$ cat config.mk
export PLATFORM = sky130hd
export DESIGN_NAME = stall_control_unit
export DESIGN_NICKNAME = d
export VERILOG_FILES = /design/src/rtl/stall_control_unit_pkg.sv /design/src/rtl/stall_control_unit_perf_counter.sv /design/src/rtl/stall_control_unit.sv
export SDC_FILE = /design/constraint.sdc
export NUM_CORES = 1
export LEC_CHECK = 0
export CORE_MARGIN = 3
export CORE_UTILIZATION = 24
export CTS_CLUSTER_DIAMETER = 50
export DETAILED_ROUTE_END_ITERATION = 8
export HOLD_SLACK_MARGIN = 0.12
export PLACE_DENSITY = 0.79
export SETUP_SLACK_MARGIN = 0.2
export SYNTH_ARGS = -nofsm -noshare
export SYNTH_HDL_FRONTEND = slang
export SYNTH_SLANG_ARGS = --single-unit
$ cat constraint.sdc
create_clock -name CLK -period 0.95 [get_ports CLK]
set_input_delay 0.285 -clock CLK [delete_from_list [all_inputs] [get_ports CLK]]
set_output_delay 0.285 -clock CLK [all_outputs]
set_load 0.005 [all_outputs]
$ cat src/rtl/stall_control_unit_pkg.sv
// Shared pipeline-control definitions: stall FSM state encodings, stall causes
// ordered by priority, and the control pattern each cause drives onto the pipeline.
package stall_control_unit_pkg;

    typedef enum logic [1:0] {
        ST_RUN      = 2'b00,
        ST_LU_HOLD  = 2'b01,
        ST_MEM_WAIT = 2'b10
    } ctrl_state_e;

    // Lower encoding wins: the cause selection chain in the FSM follows this order.
    typedef enum logic [2:0] {
        CAUSE_DMEM   = 3'd0,
        CAUSE_BRANCH = 3'd1,
        CAUSE_LU     = 3'd2,
        CAUSE_IMEM   = 3'd3,
        CAUSE_NONE   = 3'd4
    } stall_cause_e;

    typedef struct packed {
        logic pc_stall;
        logic if_id_stall;
        logic id_ex_stall;
        logic ex_mem_stall;
        logic mem_wb_stall;
        logic if_id_flush;
        logic id_ex_flush;
    } pipe_ctrl_t;

    function automatic pipe_ctrl_t cause_ctrl(input stall_cause_e cause);
        pipe_ctrl_t ctrl;
        ctrl = '{default: 1'b0};
        case (cause)
            CAUSE_DMEM: begin
                ctrl.pc_stall     = 1'b1;
                ctrl.if_id_stall  = 1'b1;
                ctrl.id_ex_stall  = 1'b1;
                ctrl.ex_mem_stall = 1'b1;
                ctrl.mem_wb_stall = 1'b1;
            end
            CAUSE_BRANCH: begin
                ctrl.if_id_flush = 1'b1;
                ctrl.id_ex_flush = 1'b1;
            end
            CAUSE_LU: begin
                ctrl.pc_stall    = 1'b1;
                ctrl.if_id_stall = 1'b1;
                ctrl.id_ex_flush = 1'b1;
            end
            CAUSE_IMEM: begin
                ctrl.pc_stall    = 1'b1;
                ctrl.if_id_flush = 1'b1;
            end
            default: begin
                ctrl = '{default: 1'b0};
            end
        endcase
        return ctrl;
    endfunction

endpackage

$ cat src/rtl/stall_control_unit_perf_counter.sv
// Saturating event counter with enable and synchronous clear (clear wins).
module stall_perf_counter #(
    parameter int WIDTH = 32
) (
    input  logic             clk,
    input  logic             clr,
    input  logic             en,
    output logic [WIDTH-1:0] count
);

    logic [WIDTH-1:0] count_q;
    logic [WIDTH-1:0] count_d;

    // Next count: clear, saturating increment, or hold.
    always_comb begin
        count_d = count_q;
        if (clr) begin
            count_d = {WIDTH{1'b0}};
        end else if (en && (count_q != {WIDTH{1'b1}})) begin
            count_d = count_q + {{(WIDTH-1){1'b0}}, 1'b1};
        end else begin
            count_d = count_q;
        end
    end

    // Count register.
    always_ff @(posedge clk) begin
        count_q <= count_d;
    end

    assign count = count_q;

endmodule

$ cat src/rtl/stall_control_unit.sv
// Pipeline stall/flush controller with optional performance counters
// (enabled by defining STALL_PERF_COUNTERS_EN).
module stall_control_unit
    import stall_control_unit_pkg::*;
#(
    parameter int COUNT_WIDTH = 32
) (
    input  logic                   CLK,
    input  logic                   RESET,
    input  logic                   LU_HAZ_SIG,
    input  logic                   BRANCH_TAKEN,
    input  logic                   DATA_MEM_BUSY,
    input  logic                   INSTR_MEM_BUSY,
    output logic                   PC_STALL,
    output logic                   IF_ID_STALL,
    output logic                   ID_EX_STALL,
    output logic                   EX_MEM_STALL,
    output logic                   MEM_WB_STALL,
    output logic                   IF_ID_FLUSH,
    output logic                   ID_EX_FLUSH,
    output logic [1:0]             STATE,
    output logic [COUNT_WIDTH-1:0] LU_BUBBLE_COUNT,
    output logic [COUNT_WIDTH-1:0] MEM_STALL_COUNT,
    output logic [COUNT_WIDTH-1:0] FLUSH_COUNT
);

    logic [1:0]   state_q;
    logic [1:0]   state_d;
    logic         lu_allowed_s;
    logic         illegal_state_s;
    stall_cause_e cause_s;
    pipe_ctrl_t   ctrl_s;

    // Cause selection, control decode and next state.
    always_comb begin
        state_d         = ST_RUN;
        lu_allowed_s    = 1'b1;
        illegal_state_s = 1'b0;
        cause_s         = CAUSE_NONE;

        case (state_q)
            ST_RUN:      lu_allowed_s = 1'b1;
            ST_MEM_WAIT: lu_allowed_s = 1'b1;
            // One bubble per hazard: the hazard is still asserted while the load completes.
            ST_LU_HOLD:  lu_allowed_s = 1'b0;
            default: begin
                lu_allowed_s    = 1'b1;
                illegal_state_s = 1'b1;
            end
        endcase

        if (RESET) begin
            cause_s = CAUSE_NONE;
        end else if (DATA_MEM_BUSY) begin
            cause_s = CAUSE_DMEM;
        end else if (BRANCH_TAKEN) begin
            cause_s = CAUSE_BRANCH;
        end else if (LU_HAZ_SIG && lu_allowed_s) begin
            cause_s = CAUSE_LU;
        end else if (INSTR_MEM_BUSY) begin
            cause_s = CAUSE_IMEM;
        end else begin
            cause_s = CAUSE_NONE;
        end

        ctrl_s = cause_ctrl(cause_s);

        if (illegal_state_s) begin
            state_d = ST_RUN;
        end else if (cause_s == CAUSE_DMEM) begin
            state_d = ST_MEM_WAIT;
        end else if (cause_s == CAUSE_LU) begin
            state_d = ST_LU_HOLD;
        end else begin
            state_d = ST_RUN;
        end
    end

    // State register; reset is folded in through the RUN default above.
    always_ff @(posedge CLK) begin
        if (RESET) begin
            state_q <= ST_RUN;
        end else begin
            state_q <= state_d;
        end
    end

    assign PC_STALL     = ctrl_s.pc_stall;
    assign IF_ID_STALL  = ctrl_s.if_id_stall;
    assign ID_EX_STALL  = ctrl_s.id_ex_stall;
    assign EX_MEM_STALL = ctrl_s.ex_mem_stall;
    assign MEM_WB_STALL = ctrl_s.mem_wb_stall;
    assign IF_ID_FLUSH  = ctrl_s.if_id_flush;
    assign ID_EX_FLUSH  = ctrl_s.id_ex_flush;
    assign STATE        = state_q;

`ifdef STALL_PERF_COUNTERS_EN
    logic lu_bubble_en_s;
    logic mem_stall_en_s;
    logic flush_en_s;

    assign lu_bubble_en_s = (cause_s == CAUSE_LU);
    assign mem_stall_en_s = (cause_s == CAUSE_DMEM);
    assign flush_en_s     = (cause_s == CAUSE_BRANCH);

    stall_perf_counter #(.WIDTH(COUNT_WIDTH)) u_lu_bubble_cnt (
        .clk   (CLK),
        .clr   (RESET),
        .en    (lu_bubble_en_s),
        .count (LU_BUBBLE_COUNT)
    );

    stall_perf_counter #(.WIDTH(COUNT_WIDTH)) u_mem_stall_cnt (
        .clk   (CLK),
        .clr   (RESET),
        .en    (mem_stall_en_s),
        .count (MEM_STALL_COUNT)
    );

    stall_perf_counter #(.WIDTH(COUNT_WIDTH)) u_flush_cnt (
        .clk   (CLK),
        .clr   (RESET),
        .en    (flush_en_s),
        .count (FLUSH_COUNT)
    );
`else
    assign LU_BUBBLE_COUNT = {COUNT_WIDTH{1'b0}};
    assign MEM_STALL_COUNT = {COUNT_WIDTH{1'b0}};
    assign FLUSH_COUNT     = {COUNT_WIDTH{1'b0}};
`endif

endmodule
==> results of run 1 <==
[metrics by stage]
step                total power, mW  area, µm²  util [%]
global route                  0.751        898      26.1
CTS                           0.675        875      25.4
finish                        0.687        898      26.1
global placement              0.305        774      22.5
floorplan                     0.509       1270         -
detailed placement            0.308        774      22.5
[where the power goes]
group	total (mW)	switching, mW	internal [mW]
registers	0.0917	0.00272	0.0890
clock network	0.337	0.0688	0.268
logic	0.258	0.159	0.0992
[timing repair]
action | 4_1_cts | 5_1_grt
pin swaps | 3 | 2
hold buffers | 0 | 0
setup endpoints to repair | 11 | 11
buffers inserted | 5 | 0
cloned | 0 | 0
resized for setup | 59 | 12
[final timing paths]
path / end / slack, ns / depth (start not counted)
hold reg to reg: STATE[1] / 0.55 / 2
setup reg to reg: STATE[0] / 0.08 / 4
setup / recovery: PC_STALL / -0.47 / 4
hold / removal: STATE[0] / 0.53 / 5
[cell families (layout without fill, tap and decap cells)]
group,Yosys count,after routing,synth area share (%)
AND/OR/NAND/NOR,6,6,5.64
other,1,96,0.423
AO/OA/AOI/OAI,6,6,4.79
buffers and inverters,102,33,84.6
flip-flops,2,2,4.51
[layout make-up]
cell class | instances | area (µm²)
fillers | 402 | 2540
multi-input cells | 108 | 494
repair buffers | 26 | 245
well taps | 46 | 57.6
flip-flops and latches | 2 | 42.5
clock buffers | 3 | 41.3
inverters | 4 | 17.5
[metal layers]
metal	up-vias	part of all wire, %	GRT usage, %
met5	-	0	0
met4	0	1.7	3.05
met3	4	21	1.85
met2	58	60	7.55
met1	208	17	2.61
li1	216	-	-
[cell usage after synthesis]
cell       n  share of area, %
a21oi_1    3               1.7
a221oi_2   1               1.7
o21ai_0    1              0.56
conb_1     1              0.42
nand2b_4   1               1.6
nand2b_1   1              0.71
buf_4     98                83
nor2b_4    1               1.6
inv_1      4               1.7
o31ai_1    1              0.85
dfxtp_1    2               4.5
nor2_1     1              0.42
nor4_1     1              0.71
or2_1      1              0.71
[layout by cell type, fill, tap and decap left out, drive strengths merged]
cell and count:
conb 96, clkbuf 3, dfxtp 2, inv 4
nor2b 1, nor2 1, buf 23, or2 1
o31ai 1, a21oi 3, o21ai 1, nor4 1
nand2b 2, dlygate4sd2 3, a221oi 1
[tightest hold or removal path, delay by kind of cell]
kind	cells	cell delay [ns]
AND/OR/NAND/NOR	2	0.15
buffers and inverters	3	0.26
==> summary.md, run 1 <==
| Metric | Value |
|---|---|
| Status | complete, but fails checks |
| Failing checks | negative setup slack |
| Synth unique cells | 14 |
| Count of pins over their slew limit | 0 |
| Post-Syn Area | 887 µm² |
| Initial antenna violation count | 0 |
| DRC violation count after routing | 0 |
| Row count | 21 |
| Unrepaired setup endpoints after global routing | true |
| Hold Path Origin | RESET |
| Worst hold path class | in2reg |
| Clk sink count | 2 |
| Critical Path AT | 1.14 ns |
| Worst skew pair latency | 0.21 ns |
| #FFs+latches synth | 2 |
| Drt first-iter violations | 2 |
| Largest net degree at the start of global routing | 5 |
| Synthesized area per cell | 7.58 µm² |
| Final GP Congestion | 0.513 |
| DIE AREA | 4460 µm² |
| DR pass1 iterations | 2 |
| Maxcap violations | 0 |
| Reg2Reg Launch Point | STATE[0] |
| Seq/Total Area, Yosys | 4.51% |
| Skew final | 0.00262 ns |
| Die Ht | 66.8 µm |
| Worst setup startpoint | STATE[0] |
| Post-Place Cells | 181 |
| I/O Buffers | 14 |
| Max incr delay on CP | 0.30 ns |
| Clk pin slew, worst setup/hold paths | 0.03 ns |
| Vias per cell | 2.57 |
| Final setup fails | 10 |
| Fin crit share | 150% |
| TritonCTS clock tree | done |
| P_leak | 0.555 nW |
| Worst setup margin | -0.472 ns |
| Max FO, Critical Path | 3 |
| Core area | 3440 µm² |
| Slowest CP cell | dfxtp_2 |
| # IOs | 111 |
| Wire length of the first global-routing pass | 1230 µm |
| Antenna diode count | 0 |
| WL per Instance | 7.27 µm |
| Startpoint type of the worst setup path | register |
| Cell Chain, Critical Path | nor2b_4, nand2b_4, a221oi_2, buf_2 |
| Post-Place Worst Slack | -1.03 ns |
| Setup TNS | -2.51 ns |
| CTS H-Tree Depth | 1 |
| Crit. End Element | output pin |
| Overall routing resource usage | 3.84% |
| DP HPWL | 1090 µm |
| Final Hold Fails | 0 |
| Vias in the first global route | 287 |
| Ratio of cells with drive above 1 in the final layout | 27.3% |
| Power per cell area | 765 nW/µm² |
| Total grt overflow | 0 |
| Yosys warnings | 0 |
| Max reg flops | 2 |
| Root Buffer | clkbuf_8 |
| Total wire length | 1370 µm |
| Synthesis-to-finish area growth | 1.27% |
| Gate count after technology mapping | 117 |
| Shortest period the worst path allows | 1.42 ns |
| Peak VDD IR | 0.279 mV |
| Type of the worst setup path | reg2out |
| Finished Layout Cells | 189 |
| Hold_ws | 0.533 ns |
| Highest clock rate | 703 MHz |
| Num CTS Buffers | 3 |
| Maximum clock insertion buffer count | 2 |
| Total vias in the final route | 486 |
| Crit path max-delay family | flip-flops |
| Worst EP required | 0.66 ns |
| Nets | 151 |
| Starting Density | 25.8% |
| CP bufs+invs | 1 |
| Die width | 66.8 µm |
| ANT nets after route | 0 |
(Power assumes the default switching activity.)
==> run 2: changes to the inputs <==
- HOLD_SLACK_MARGIN: 0.12 -> 0.02
==> results of run 2 <==
The final DEF is identical to that of run 1; final timing and power are the same.
==> run 3: changes to the inputs <==
- REMOVE_ABC_BUFFERS: not set -> 1
==> run 3 against run 2 <==
Net effect:
- the flow still finishes with violations (negative setup slack)
- die area stayed put
- cell area is 1.1% higher
- maximum frequency shrank 1.1%
- core utilization is 0.29 points higher
- first-iteration DRC count grew to 3.0 times the previous value
- clock skew about the same
- sequential cell count unchanged
- worst hold slack lost 0.19 ns
- critical endpoint unchanged
- largest power group unchanged
==> summary.md, run 3 (same netlist as run 1, synthesis figures left out) <==
| Metric | Value |
|---|---|
| Count of pins over their slew limit | 0 (unchanged) |
| Final GP Congestion | 0.479 (was 0.513) |
| Total wire length | 1390 µm (was 1370 µm) |
| Final Core Density | 26.4% (was 26.1%) |
| Shortest period the worst path allows | 1.44 ns (was 1.42 ns) |
| I/O Buffers | 14 (unchanged) |
| Max reg flops | 2 (unchanged) |
| Total grt overflow | 0 (unchanged) |
| Slowest CP cell | dfxtp_2 (unchanged) |
| Overall routing resource usage | 4.12% (was 3.84%) |
| Maximum clock insertion buffer count | 2 (unchanged) |
| Antenna diode count | 0 (unchanged) |
| Power per cell area | 757 nW/µm² (was 765 nW/µm²) |
| Unrepaired setup endpoints after global routing | true (unchanged) |
| Max FO, Critical Path | 3 (unchanged) |
| Total vias in the final route | 513 (was 486) |
| Worst hold path class | in2reg (unchanged) |
| Max incr delay on CP | 0.31 ns (was 0.30 ns) |
| Root Buffer | clkbuf_8 (unchanged) |
| Type of the worst setup path | reg2out (unchanged) |
| Most frequent cells in the layout | 96 x conb_1, 11 x buf_6, 10 x buf_4 (was 96 x conb_1, 15 x buf_6, 4 x buf_2, 4 x buf_4) |
| Core area | 3440 µm² (unchanged) |
| Largest net degree at the start of global routing | 5 (unchanged) |
| DR pass1 iterations | 3 (was 2) |
| DP HPWL | 1070 µm (was 1090 µm) |
| Clk sink count | 2 (unchanged) |
| P_leak | 0.565 nW (was 0.555 nW) |
| ANT nets after route | 0 (unchanged) |
| Vias per cell | 2.67 (was 2.57) |
| Row count | 21 (unchanged) |
| TritonCTS clock tree | done (unchanged) |
| Most common cell after layout, fill and taps aside | conb_1 (unchanged) |
| Final setup fails | 10 (unchanged) |
| Worst EP required | 0.66 ns (about the same) |
| WL per Instance | 7.26 µm (was 7.27 µm) |
| Synthesis-to-finish area growth | 2.40% (was 1.27%) |
| Post-Place Worst Slack | -0.999 ns (was -1.03 ns) |
| Status | complete, but fails checks (unchanged) |
| Crit path max-delay family | flip-flops (unchanged) |
| Die Ht | 66.8 µm (unchanged) |
| CP bufs+invs | 1 (unchanged) |
| Wire length of the first global-routing pass | 1350 µm (was 1230 µm) |
| Skew final | 0.00218 ns (was 0.00262 ns) |
| Die width | 66.8 µm (unchanged) |
| Crit. End Element | output pin (unchanged) |
| CTS H-Tree Depth | 1 (unchanged) |
| Drt first-iter violations | 6 (was 2) |
| Fin crit share | 151% (was 150%) |
| Startpoint type of the worst setup path | register (unchanged) |
| Initial antenna violation count | 0 (unchanged) |
| Hold_buf cts | 0 (unchanged) |
| Cell Chain, Critical Path | nor2b_4, nand2b_4, a221oi_2, buf_2 (unchanged) |
| Starting Density | 25.8% (unchanged) |
| Vias in the first global route | 316 (was 287) |
| Worst skew pair latency | 0.21 ns (about the same) |
| Worst setup margin | -0.488 ns (was -0.472 ns) |
| DIE AREA | 4460 µm² (unchanged) |
| Critical Path AT | 1.15 ns (was 1.14 ns) |
| DRC violation count after routing | 0 (unchanged) |
| Final Hold Fails | 0 (unchanged) |
| Maxcap violations | 0 (unchanged) |
| Highest clock rate | 696 MHz (was 703 MHz) |
| # IOs | 111 (unchanged) |
| Num CTS Buffers | 3 (unchanged) |
| Failing checks | negative setup slack (unchanged) |
| Clk pin slew, worst setup/hold paths | 0.03 ns (about the same) |
| Peak VDD IR | 0.221 mV (was 0.279 mV) |
| Ratio of cells with drive above 1 in the final layout | 29.5% (was 27.3%) |
| Nets | 154 (was 151) |
run 3: cell types whose count changed in the layout (fill, tap and decap cells not counted), sizes merged:
| cell | before | now |
|---|---|---|
| buf | 23 | 26 |
| clkbuf | 3 | 4 |
| dlygate4sd2 | 3 | 2 |
run 3: metrics by stage:
stage	std cells	total power, mW	hold WS [ns]	setup TNS [ns]	area (µm²)
final	192	0.688	0.338	-2.37	908
after global routing	192	0.738	0.348	-2.72	908
after CTS	188	0.651	0.437	-2.00	838
after detailed placement	179	0.294	0.552	-7.93	743
after global placement	179	0.290	0.513	-7.62	743
after floorplan	114	0.206	0.363	-0.437	508
run 3: final timing paths:
kind,cells past startpoint,slack [ns],end,from
hold reg to reg,2,0.55,STATE[1],STATE[1]
hold / removal,2,0.34,STATE[0],BRANCH_TAKEN
setup / recovery,4,-0.49,PC_STALL,STATE[0]
setup reg to reg,5,-0.02,STATE[0],STATE[0]
run 3: final cells by class:
cell class / count / area, µm²
Fill cell: 387 / 2530
Multi-Input combinational cell: 108 / 493
Timing Repair Buffer: 29 / 256
Tap cell: 46 / 57.6
Sequential cell: 2 / 42.5
Clock buffer: 3 / 41.3
Inverter: 4 / 17.5
run 3: repair_timing:
| action | in CTS | in global routing |
|---|---|---|
| pin swaps | 3 | 3 |
| setup buffers | 6 | 4 |
| setup endpoints to repair | 11 | 11 |
| gates resized for setup | 63 | 13 |
run 3: routing by layer:
| layer | track usage [%] | vias to the layer above | routed length (µm) |
|---|---|---|---|
| met4 | 3.05 | 0 | 17 |
| met2 | 9.41 | 72 | 791 |
| met1 | 2.20 | 218 | 234 |
| met3 | 1.35 | 2 | 350 |
| li1 | - | 221 | - |
| met5 | 0 | - | 0 |
run 3: power breakdown:
part / total (mW) / switching, mW / internal [mW]
Sequential: 0.0918 / 0.00277 / 0.0890
Combinational: 0.257 / 0.158 / 0.0987
Clock: 0.340 / 0.0712 / 0.268
